$ cat src/rtl/clk_step_ctrl_pkg.sv
// Shared definitions for the core clock controller: FSM state encoding,
// cycle counter width and a counter-width helper.
package clk_step_ctrl_pkg;

  localparam int CYCLE_COUNT_W = 16;

  typedef enum logic [1:0] {
    S_STEP     = 2'd0,
    S_WAIT_REL = 2'd1,
    S_RUN      = 2'd2
  } state_e;

  // Bits needed to hold values 0..max_val (never less than one bit).
  function automatic int cnt_width(input int max_val);
    int w;
    w = $clog2(max_val + 1);
    return (w < 1) ? 1 : w;
  endfunction

endpackage

$ cat src/rtl/clk_step_ctrl_btn_debounce.sv
// Push-button conditioner: 2-flop synchroniser followed by a stability counter
// that accepts a level change only after DEBOUNCE_CYCLES consecutive differing samples.
module btn_debounce
  import clk_step_ctrl_pkg::*;
#(
  parameter int DEBOUNCE_CYCLES = 500000
) (
  input  logic clk,
  input  logic rst,
  input  logic btn_i,
  output logic level_o
);

  localparam int DB_W = cnt_width(DEBOUNCE_CYCLES);

  logic [1:0]      sync_q;
  logic            level_q;
  logic [DB_W-1:0] cnt_q;

  // Synchronise the raw button and track how long it has disagreed with the accepted level.
  always_ff @(posedge clk or posedge rst) begin
    if (rst) begin
      sync_q  <= 2'b00;
      level_q <= 1'b0;
      cnt_q   <= '0;
    end else begin
      sync_q <= {sync_q[0], btn_i};
      if (sync_q[1] == level_q) begin
        cnt_q <= '0;
      end else if (cnt_q == DB_W'(DEBOUNCE_CYCLES - 1)) begin
        level_q <= sync_q[1];
        cnt_q   <= '0;
      end else begin
        cnt_q <= cnt_q + DB_W'(1);
      end
    end
  end

  assign level_o = level_q;

endmodule

$ cat src/rtl/clk_step_ctrl.sv
// Core clock controller: free-running divided clock or debounced single-step ticks.
// Optional core tick counter on cycle_count when CLK_STEP_CYCLE_COUNT_EN is defined.
module clk_step_ctrl
  import clk_step_ctrl_pkg::*;
#(
  parameter int DEBOUNCE_CYCLES = 500000,
  parameter int RUN_DIV         = 25000000,
  parameter int PULSE_LEN       = 4
) (
  input  logic                     clk,
  input  logic                     rst,
  input  logic                     step_btn,
  input  logic                     run_sel,
  output logic                     core_clk,
  output logic                     core_tick,
  output logic                     mode,
  output logic [CYCLE_COUNT_W-1:0] cycle_count
);

  localparam int DIV_W = cnt_width(RUN_DIV - 1);
  localparam int PLS_W = cnt_width(PULSE_LEN);

  logic             btn_level_s;
  logic             btn_rise_s;
  logic             tick_req_s;
  logic [1:0]       run_sync_q;
  logic             btn_prev_q;
  state_e           state_q, state_d;
  logic [DIV_W-1:0] div_q, div_d;
  logic [PLS_W-1:0] pulse_cnt_q;
  logic             core_clk_q;
  logic             core_tick_q;
  logic             mode_q;

  btn_debounce #(
    .DEBOUNCE_CYCLES(DEBOUNCE_CYCLES)
  ) u_btn_debounce (
    .clk    (clk),
    .rst    (rst),
    .btn_i  (step_btn),
    .level_o(btn_level_s)
  );

  assign btn_rise_s = btn_level_s & ~btn_prev_q;

  // Next state, divider and tick request; mode changes wait for an idle, low core clock.
  always_comb begin
    state_d    = state_q;
    div_d      = '0;
    tick_req_s = 1'b0;
    case (state_q)
      S_STEP: begin
        if (btn_rise_s) begin
          tick_req_s = 1'b1;
          state_d    = S_WAIT_REL;
        end else if (run_sync_q[1] && !core_clk_q) begin
          state_d = S_RUN;
        end else begin
          state_d = S_STEP;
        end
      end
      S_WAIT_REL: begin
        if (!btn_level_s) begin
          state_d = S_STEP;
        end else if (run_sync_q[1] && !core_clk_q) begin
          state_d = S_RUN;
        end else begin
          state_d = S_WAIT_REL;
        end
      end
      S_RUN: begin
        if (div_q == DIV_W'(RUN_DIV - 1)) begin
          tick_req_s = 1'b1;
          div_d      = '0;
        end else begin
          div_d = div_q + DIV_W'(1);
        end
        if (!run_sync_q[1] && !core_clk_q && !tick_req_s) begin
          state_d = S_STEP;
          div_d   = '0;
        end else begin
          state_d = S_RUN;
        end
      end
      default: begin
        state_d = S_STEP;
      end
    endcase
  end

  // State, synchroniser and pulse generator; a request during a pulse is dropped.
  always_ff @(posedge clk or posedge rst) begin
    if (rst) begin
      run_sync_q  <= 2'b00;
      btn_prev_q  <= 1'b0;
      state_q     <= S_STEP;
      div_q       <= '0;
      mode_q      <= 1'b0;
      core_clk_q  <= 1'b0;
      core_tick_q <= 1'b0;
      pulse_cnt_q <= '0;
    end else begin
      run_sync_q <= {run_sync_q[0], run_sel};
      btn_prev_q <= btn_level_s;
      state_q    <= state_d;
      div_q      <= div_d;
      mode_q     <= (state_d == S_RUN);
      if (core_clk_q) begin
        core_tick_q <= 1'b0;
        if (pulse_cnt_q == PLS_W'(PULSE_LEN)) begin
          core_clk_q  <= 1'b0;
          pulse_cnt_q <= '0;
        end else begin
          pulse_cnt_q <= pulse_cnt_q + PLS_W'(1);
        end
      end else if (tick_req_s) begin
        core_clk_q  <= 1'b1;
        core_tick_q <= 1'b1;
        pulse_cnt_q <= PLS_W'(1);
      end else begin
        core_tick_q <= 1'b0;
      end
    end
  end

  assign core_clk  = core_clk_q;
  assign core_tick = core_tick_q;
  assign mode      = mode_q;

`ifdef CLK_STEP_CYCLE_COUNT_EN
  logic [CYCLE_COUNT_W-1:0] cyc_cnt_q;

  // Core tick counter for the debug display, wrapping naturally at 16 bits.
  always_ff @(posedge clk or posedge rst) begin
    if (rst) begin
      cyc_cnt_q <= '0;
    end else if (core_tick_q) begin
      cyc_cnt_q <= cyc_cnt_q + CYCLE_COUNT_W'(1);
    end else begin
      cyc_cnt_q <= cyc_cnt_q;
    end
  end

  assign cycle_count = cyc_cnt_q;
`else
  assign cycle_count = {CYCLE_COUNT_W{1'b0}};
`endif

endmodule

$ cat config.mk
export PLATFORM = sky130hd
export DESIGN_NAME = clk_step_ctrl
export DESIGN_NICKNAME = d
export VERILOG_FILES = /design/src/rtl/clk_step_ctrl_pkg.sv /design/src/rtl/clk_step_ctrl_btn_debounce.sv /design/src/rtl/clk_step_ctrl.sv
export SDC_FILE = /design/constraint.sdc
export NUM_CORES = 1
export LEC_CHECK = 0
export BUFFER_PORTS_ARGS = -buffer_cell sky130_fd_sc_hd__buf_2
export CORE_AREA = 2 2 85 87
export CTS_BUF_LIST = sky130_fd_sc_hd__clkbuf_4
export DETAILED_ROUTE_END_ITERATION = 10
export DIE_AREA = 0 0 87 89
export GPL_TIMING_DRIVEN = 1
export PLACE_DENSITY = 0.59
export SKIP_LAST_GASP = 1
export SLEW_MARGIN = 20
export SYNTH_ARGS = -nofsm -noshare
export SYNTH_HDL_FRONTEND = slang
export SYNTH_HIERARCHICAL = 1
export SYNTH_SLANG_ARGS = --single-unit
$ cat constraint.sdc
create_clock -name clk -period 2.45 [get_ports clk]
set_input_delay 0.49 -clock clk [delete_from_list [all_inputs] [get_ports clk]]
set_output_delay 0.49 -clock clk [all_outputs]
set_load 0.02 [all_outputs]
### Yosys cells after proc, flatten, opt, wreduce, memory -nomap -nowiden

Cells that the tools add are included.

* add/sub/neg operators: 3
* equality and inequality tests: 7
* muxes and demuxes: 22
* bitwise gates (word level): 3
* reduce and logical (&&, ||, !) cells: 9

Operators with widths (count)
* $mux 25: 3
* $mux 19: 2
* $add 25x1->25 const B: 1
* $eq 25x25->1 const B: 1
* $add 19x1->19 const B: 1
* $eq 19x19->1 const B: 1
* $mux 2: 5
* $mux 3: 3
* $mux 1: 7
* $pmux 2 s3: 1
* $eq 2x2->1 const B: 2
* $add 3x1->3 const B: 1
* $eq 3x3->1 const B: 1
* $logic_and 1x1->1: 3
* $logic_not 1->1: 3
* $eq 2x1->1 const B: 1
* $logic_not 2->1: 1
* $not 1->1: 2
* $pmux 1 s2: 1
* $reduce_and 2->1: 1
* $reduce_bool 2->1: 1
* $and 1x1->1: 1
* $eq 1x1->1: 1

* register bits after elaboration: 58
* input port bits: 4
* output and inout bits: 19
* logic and storage cells: 55

### Longest topological paths before layout

Gate-level depths: netlist of run 1.

* depth after elaboration: 8
* depth in mapped cells: 7
* gate-level depth less buffers: 5

### By module

The synthesis of run 1 kept the hierarchy.

By module, submodules not included
* clk_step_ctrl: instances 1, cells an instance 197, area each 1921.8 um^2, seq. area each 900.9 um^2
* btn_debounce: instances 1, cells an instance 103, area each 1091.0 um^2, seq. area each 550.5 um^2

### Worst setup path after synthesis of run 1

No wires, ideal clock.

* kind: flip-flop to flip-flop
* start: register div_q[9]
* end: register pulse_cnt_q[2]
* arrival: 2.049 ns
* data required time: 2.329 ns
* slack: 0.280 ns
* cell stages (with the launch flop): 6
* buffers on the path: 1
* cells stage by stage: dfrtp_1 -> or4_1 -> or4_1 -> or4_1 -> buf_2 -> a22o_1

* word-level cells in the longest chain between the ends: 5

Ends and longest elaborated chain
* start: declaration: RTL line clk_step_ctrl.sv:29 `logic [DIV_W-1:0] div_q, div_d;`
* start signal: assignment: RTL line clk_step_ctrl.sv:106 `div_q <= div_d;`
* $eq 25x25->1: RTL line clk_step_ctrl.sv:72 `if (div_q == DIV_W'(RUN_DIV - 1)) begin`
* $mux 1: RTL line clk_step_ctrl.sv:72
* $mux 1: RTL line clk_step_ctrl.sv:51 `case (state_q)`
* $pmux 1 s2: RTL line clk_step_ctrl.sv:51
* $reduce_bool 2->1 (no source line)
* end signal: assignment: RTL line clk_step_ctrl.sv:114 `pulse_cnt_q <= pulse_cnt_q + PLS_W'(1);`
* end: declaration: RTL line clk_step_ctrl.sv:30 `logic [PLS_W-1:0] pulse_cnt_q;`

No other way between the ends. The select of a mux whose other input is x is not followed.
A chain may end at the register's enable or synchronous reset.

### Worst setup path after layout of run 1

Ends and elaborated chain as after synthesis.

==> results of run 1 <==
==> power groups by stage <==
stage | combinational, mW | sequential (mW) | clock, mW
after CTS | 0.0749 | 0.976 | 0.704
after global routing | 0.0845 | 0.978 | 0.742
final | 0.0739 | 0.976 | 0.674
after floorplan | 0.0806 | 0.993 | 0
after global placement | 0.0732 | 0.994 | 0
after detailed placement | 0.0734 | 0.995 | 0
==> critical path, delay by kind of cell, from the launching register on <==
| family | cells | cell delay, ns |
|---|---|---|
| simple gates | 3 | 1.54 |
| compound gates | 1 | 0.25 |
| flops | 1 | 0.43 |
==> layer usage <==
metal  global-route usage (%)  part of all wire, %  vias up
met5                        0                    0        -
met4                     7.67                  1.5        0
met3                     3.05                  3.0        9
met2                     23.1                   43       41
met1                     22.5                   52     1050
li1                         -                    -     1089
==> cells in the final DEF (no fill, tap or decap), types with 2 or more instances in the layout <==
cell type   count
ha_1            4
nor4_1          4
xor2_1         13
and4_1          4
or3_1           9
o21ai_0         6
clkbuf_4        9
or4b_1          3
a211oi_1       11
nand4_1         9
dfrtp_1        58
nor2_1         22
clkinvlp_4      3
o41ai_1         2
a22o_1          2
nand2b_1        4
o31ai_1         6
inv_1           7
nor3_1         18
and3_1          4
nand3_1        15
buf_2           6
buf_4           7
nand2_1        18
nand4b_1        2
xnor2_1        14
nor3b_1         2
conb_1         16
or4_1          10
a21oi_1         7
==> cells by family after synthesis <==
logic type / synth area share (%)
fa+ha+maj: 1.66
simple gates: 25.0
other cells: 0.124
buf+inv: 7.35
mux: 0.872
compound gates: 8.93
xor+xnor: 7.85
flops: 48.2
==> Yosys cell counts (2+ instances only) <==
library cell	n	share of area, %
dfrtp_1	58	48
nor2_1	22	2.7
nand2_1	18	2.2
nor3_1	18	3.0
buf_4	16	4.0
nand3_1	15	2.5
xnor2_1	14	4.1
xor2_1	13	3.8
a211oi_1	11	2.7
or4_1	10	2.5
clkbuf_1	9	1.1
nand4_1	9	1.9
or3_1	9	1.9
a21oi_1	7	1.2
inv_1	7	0.87
o21ai_0	6	1.0
o31ai_1	6	1.5
and3_1	4	0.83
and4_1	4	1.2
ha_1	4	1.7
nand2b_1	4	0.83
nor4_1	4	0.83
or4b_1	3	1.0
a22o_1	2	0.58
nand4b_1	2	0.58
nor3b_1	2	0.50
o41ai_1	2	0.58
==> state kept, by name, summed over array words and instances (netlist names) <==
name                    flops
state_q                     2
u_btn_debounce/level_o      1
core_clk                    1
run_sync_q                  2
core_tick                   1
u_btn_debounce/cnt_q       19
div_q                      25
pulse_cnt_q                 3
mode                        1
u_btn_debounce/sync_q       2
btn_prev_q                  1
==> layout make-up <==
| cell class | instances | area, um2 |
|---|---|---|
| inverter | 7 | 26.3 |
| fill | 640 | 3490 |
| tap | 80 | 100 |
| timing repair buffer | 14 | 92.6 |
| clock buffer | 9 | 67.6 |
| sequential | 58 | 1450 |
| multi-input combinational | 221 | 1420 |
| clock inverter | 7 | 70.1 |
==> stage by stage <==
stage | power, mW | std cells | util [%] | setup WS, ns
floorplan | 1.07 | 315 | - | 0.280
global placement | 1.07 | 379 | 45.7 | 0.168
detailed placement | 1.07 | 379 | 45.7 | 0.143
CTS | 1.75 | 396 | 47.9 | 0.138
global route | 1.80 | 396 | 48.0 | 0.0446
finish | 1.72 | 396 | 48.0 | 0.141
==> worst min path at each step <==
stage | endpoint | startpoint | slack, ns
floorplan | run_sync_q[1] | run_sync_q[0] | 0.33
global route | run_sync_q[0] | run_sel | 0.18
finish | u_btn_debounce/sync_q[0] | step_btn | 0.20
CTS | run_sync_q[0] | run_sel | 0.17
global placement | u_btn_debounce/sync_q[1] | u_btn_debounce/sync_q[0] | 0.33
detailed placement | run_sync_q[1] | run_sync_q[0] | 0.34
==> what timing repair did <==
action | 4_1_cts | 5_1_grt
buffers inserted | 0 | 0
resized for setup | 0 | 0
endpoints found under the hold margin | 4 | 0
endpoints found under the setup margin | 0 | 0
hold buffers | 1 | 0
==> impl_metrics.ini, run 1 <==
[run_status]
status = completed

[global_route]
grt_pass1_vias = 2004
grt_max_degree = 33
grtUsageTotal_pct = 15.8
grt_overflow = 0
grt_pass1_wl_um = 9520
grt_antenna_before_repair = 0

[synth]
ys_async_sr_fraction_pct = 100
synth_cell_type_count = 48
syn-cell-area_um2 = 3010
ys.flop_type = dfrtp_1
syn_inst = 300
ys_warn_count = 6
synth-seq-area-share_pct = 48.2
ys_seq_elements = 58
synth_edf_count = 0
postSynthAreaPerCell_um2 = 10.0

[setup_path]
cp.required_ns = 2.74
worst_r2r_path_depth = 4
crit_start = div_q[9]
cp_slowest_cell = or4_1
arrival_ns = 2.60
worst-path-max-fanout = 7
cp-end-kind = flip-flop
path_class = flip-flop to flip-flop
crit_top_cell = or4_1
rr_startpoint = div_q[9]
cpPeakStageDelay_ns = 0.60
reg2reg_slack_ns = 0.14
crit_chain = or4_1, or4_1, or4_1, a22o_1
timing.rr.end = pulse_cnt_q[2]
endpoint = pulse_cnt_q[2]
startpoint_type = flip-flop

[power]
p_int_mw = 1.29
p_seq_share_pct = 56.6
p_per_area_nw_per_um2 = 535
switching_share_pct = 25.3
p_sw_mw = 0.436
power_frac_clock_pct = 39.1
peakVddDrop_v = 0.000200
leakage_nw = 1.30
p_comb_share_pct = 4.3

[sta]
max_freq_ghz = 0.433
hold_ws_ns = 0.203
report.final.slew_viol_count = 0
post-route-period-util_pct = 94.2
rsz0062_at_grt = false
relSlewSlack_pct = 42.6
hold_viol_final = 0
max_slew.worst_pin.slew_ns = 0.860
setup_tns_ns = 0
fin_crit_ns = 2.31
final-setup-viol-count = 0
clock_skew_ns = 0.0123

[finish]
final_area_um2 = 3220
drive_gt1_share_pct = 11.1
diodes = 0
fin_nets = 319
synthToLayoutAreaGrowth_pct = 7.02

[placement]
dp_hpwl_um = 3800
port-buffer-count = 6
placed_cell_area_um2 = 3070
place_congestion = 0.819

[die]
die_area_um2 = 7740
start_util_pct = 44.8
die_h_um = 89
die_x_um = 87
core-area_um2 = 6720
ios = 23
placementRows = 30

[drt]
drt_wl_total_um = 5610
avgViaCountPerCell = 5.53
first_pass_iters = 4
ant_nets = 0
wl_per_cell_um = 14.2
vias = 2189
first_iter_violations = 114
route.detailed.drc = 0

[clocking]
cts_tree = yes
clk_path_buf_depth = 2
clk_latency_ns = 0.39
cts_sinks = 58
clk_pin_slew_worst_paths_ns = 0.11
numCtsBuffers = 9
cts-root-buf = clkbuf_4
ctsHtreeMaxLevel = 3

[hold_path]
min_path_cells = 1
hp-class = primary input to flip-flop

[run]
drv_cap = 0
Power figures use the tool's default switching activity.
==> run 2: changes to the inputs <==
--- a/config.mk
+++ b/config.mk
@@ -7,7 +7,6 @@
 export LEC_CHECK = 0
 export BUFFER_PORTS_ARGS = -buffer_cell sky130_fd_sc_hd__buf_2
 export CORE_AREA = 2 2 85 87
-export CTS_BUF_LIST = sky130_fd_sc_hd__clkbuf_4
 export DETAILED_ROUTE_END_ITERATION = 10
 export DIE_AREA = 0 0 87 89
 export GPL_TIMING_DRIVEN = 1
==> run 2 against run 1 <==
Compared with the run above: global-route usage is essentially flat; utilization rose by 0.84 points; combinational power is 1% lower.
==> impl_metrics.ini, run 2 (same netlist as run 1, synthesis figures left out) <==
[clocking]
cts-resized-gates = 0
cts_setup_buffers = 0
cts_tree = yes
clk_latency_ns = 0.33
cts-root-buf = clkbuf_8
cts_sinks = 58
clk_pin_slew_worst_paths_ns = 0.07
numCtsBuffers = 9
clk_path_buf_depth = 2
hold_buffers = 0
ctsHtreeMaxLevel = 3

[global_route]
grt_pass1_vias = 2015
grt_pass1_wl_um = 9570
grt_max_degree = 33
grtUsageTotal_pct = 15.8
grt_antenna_before_repair = 0
grt_overflow = 0

[drt]
wl_per_cell_um = 14.3
route.detailed.drc = 0
vias = 2172
first_iter_violations = 110
drt_wl_total_um = 5650
first_pass_iters = 4
ant_nets = 0
avgViaCountPerCell = 5.50

[power]
peakVddDrop_v = 0.000215
leakage_nw = 1.32
p_per_area_nw_per_um2 = 590
total_power_mw = 1.94

[finish]
fin_nets = 318
diodes = 0
mostFrequentLayoutCells = dfrtp_1, nor2_1, nand2_1, nor3_1, conb_1
drive_gt1_share_pct = 11.4
layout_commonest_cell = dfrtp_1
reg_top3 = div_q (25), u_btn_debounce/cnt_q (19), pulse_cnt_q (3)
synthToLayoutAreaGrowth_pct = 8.89
largest_reg_flops = 25
max_flop_register = div_q

[die]
core-area_um2 = 6720
ios = 23
die_x_um = 87
die_area_um2 = 7740
placementRows = 30
die_h_um = 89
start_util_pct = 44.8

[setup_path]
cp-end-kind = flip-flop
arrival_ns = 2.53
path_class = flip-flop to flip-flop
cp_num_buf_inv = 0
crit_top_cell = or4_1
cp_slowest_cell = or4_1
path_delay_family = simple AND/OR/NAND/NOR gates
worst-path-max-fanout = 7
cp.required_ns = 2.67
crit_chain = or4_1, or4_1, or4_1, a22o_1
cpPeakStageDelay_ns = 0.60
startpoint_type = flip-flop

[sta]
hold_viol_final = 0
relSlewSlack_pct = 42.8
hold_ws_ns = 0.0486
post-route-period-util_pct = 94.1
fin_crit_ns = 2.31
rsz0062_at_grt = false
max_slew.worst_pin.slew_ns = 0.857
final-setup-viol-count = 0
report.final.slew_viol_count = 0
setup_tns_ns = 0
max_freq_ghz = 0.434
clock_skew_ns = 0.00942

[run_status]
status = completed

[placement]
place_congestion = 0.819
port-buffer-count = 6
dp_hpwl_um = 3800

[hold_path]
hp-class = primary input to asynchronous set/reset pin

[run]
drv_cap = 0
[run 2: cell types whose count changed in the layout (fill, tap and decap cells not counted)]
| cell | before | now |
|---|---|---|
| clkbuf_8 | 0 | 10 |
| clkbuf_4 | 9 | 0 |
| clkinv_1 | 1 | 0 |
| dlygate4sd3_1 | 1 | 0 |
[run 2: per-layer routing]
metal	up-vias	GRT usage (%)	routed length [um]
li1	1080	-	-
met4	0	7.24	57
met5	-	0	0
met3	8	3.05	181
met2	48	23.4	2460
met1	1036	22.5	2940
[run 2: worst register-to-register path, cell delays in order (launching register included)]
cell     delay [ns]
dfrtp_1        0.42
or4_1          0.60
or4_1          0.40
or4_1          0.54
a22o_1         0.25
[run 2: power breakdown]
group	internal (mW)	switching (mW)	leakage (nW)
Combinational	0.0130	0.0598	0.435
Clock	0.497	0.390	0.0945
Sequential	0.968	0.00895	0.793
Total	1.48	0.459	1.32
[run 2: path summary, 6_finish.rpt]
check / from / endpoint / slack, ns / cells after the start
min in group clk: run_sel / run_sync_q[0] / 0.27 / 1
min reg2reg: run_sync_q[0] / run_sync_q[1] / 0.36 / 0
max in group asynchronous: rst / u_btn_debounce/cnt_q[8] / 1.58 / 2
max: div_q[9] / pulse_cnt_q[2] / 0.14 / 4
min: rst / state_q[0] / 0.05 / 2
max reg2reg: div_q[9] / pulse_cnt_q[2] / 0.14 / 4
[run 2: per-stage QoR]
step           area (um2)  setup WS (ns)  utilization [%]  cells
6_report             3280          0.145             48.8    395
5_1_grt              3280         0.0470             48.8    395
4_1_cts              3270          0.144             48.7    395
3_5_place_dp         3070          0.143             45.7    379
3_3_place_gp         3070          0.168             45.7    379
2_1_floorplan        3070          0.280                -    315
[run 2: cell type report]
cell class              count  area (um2)
repair buffers             13        82.6
well taps                  80         100
clock inverters             6        66.3
fillers                   624        3440
inverters                   7        26.3
flip-flops and latches     58        1450
multi-input cells         221        1420
clock buffers              10         138
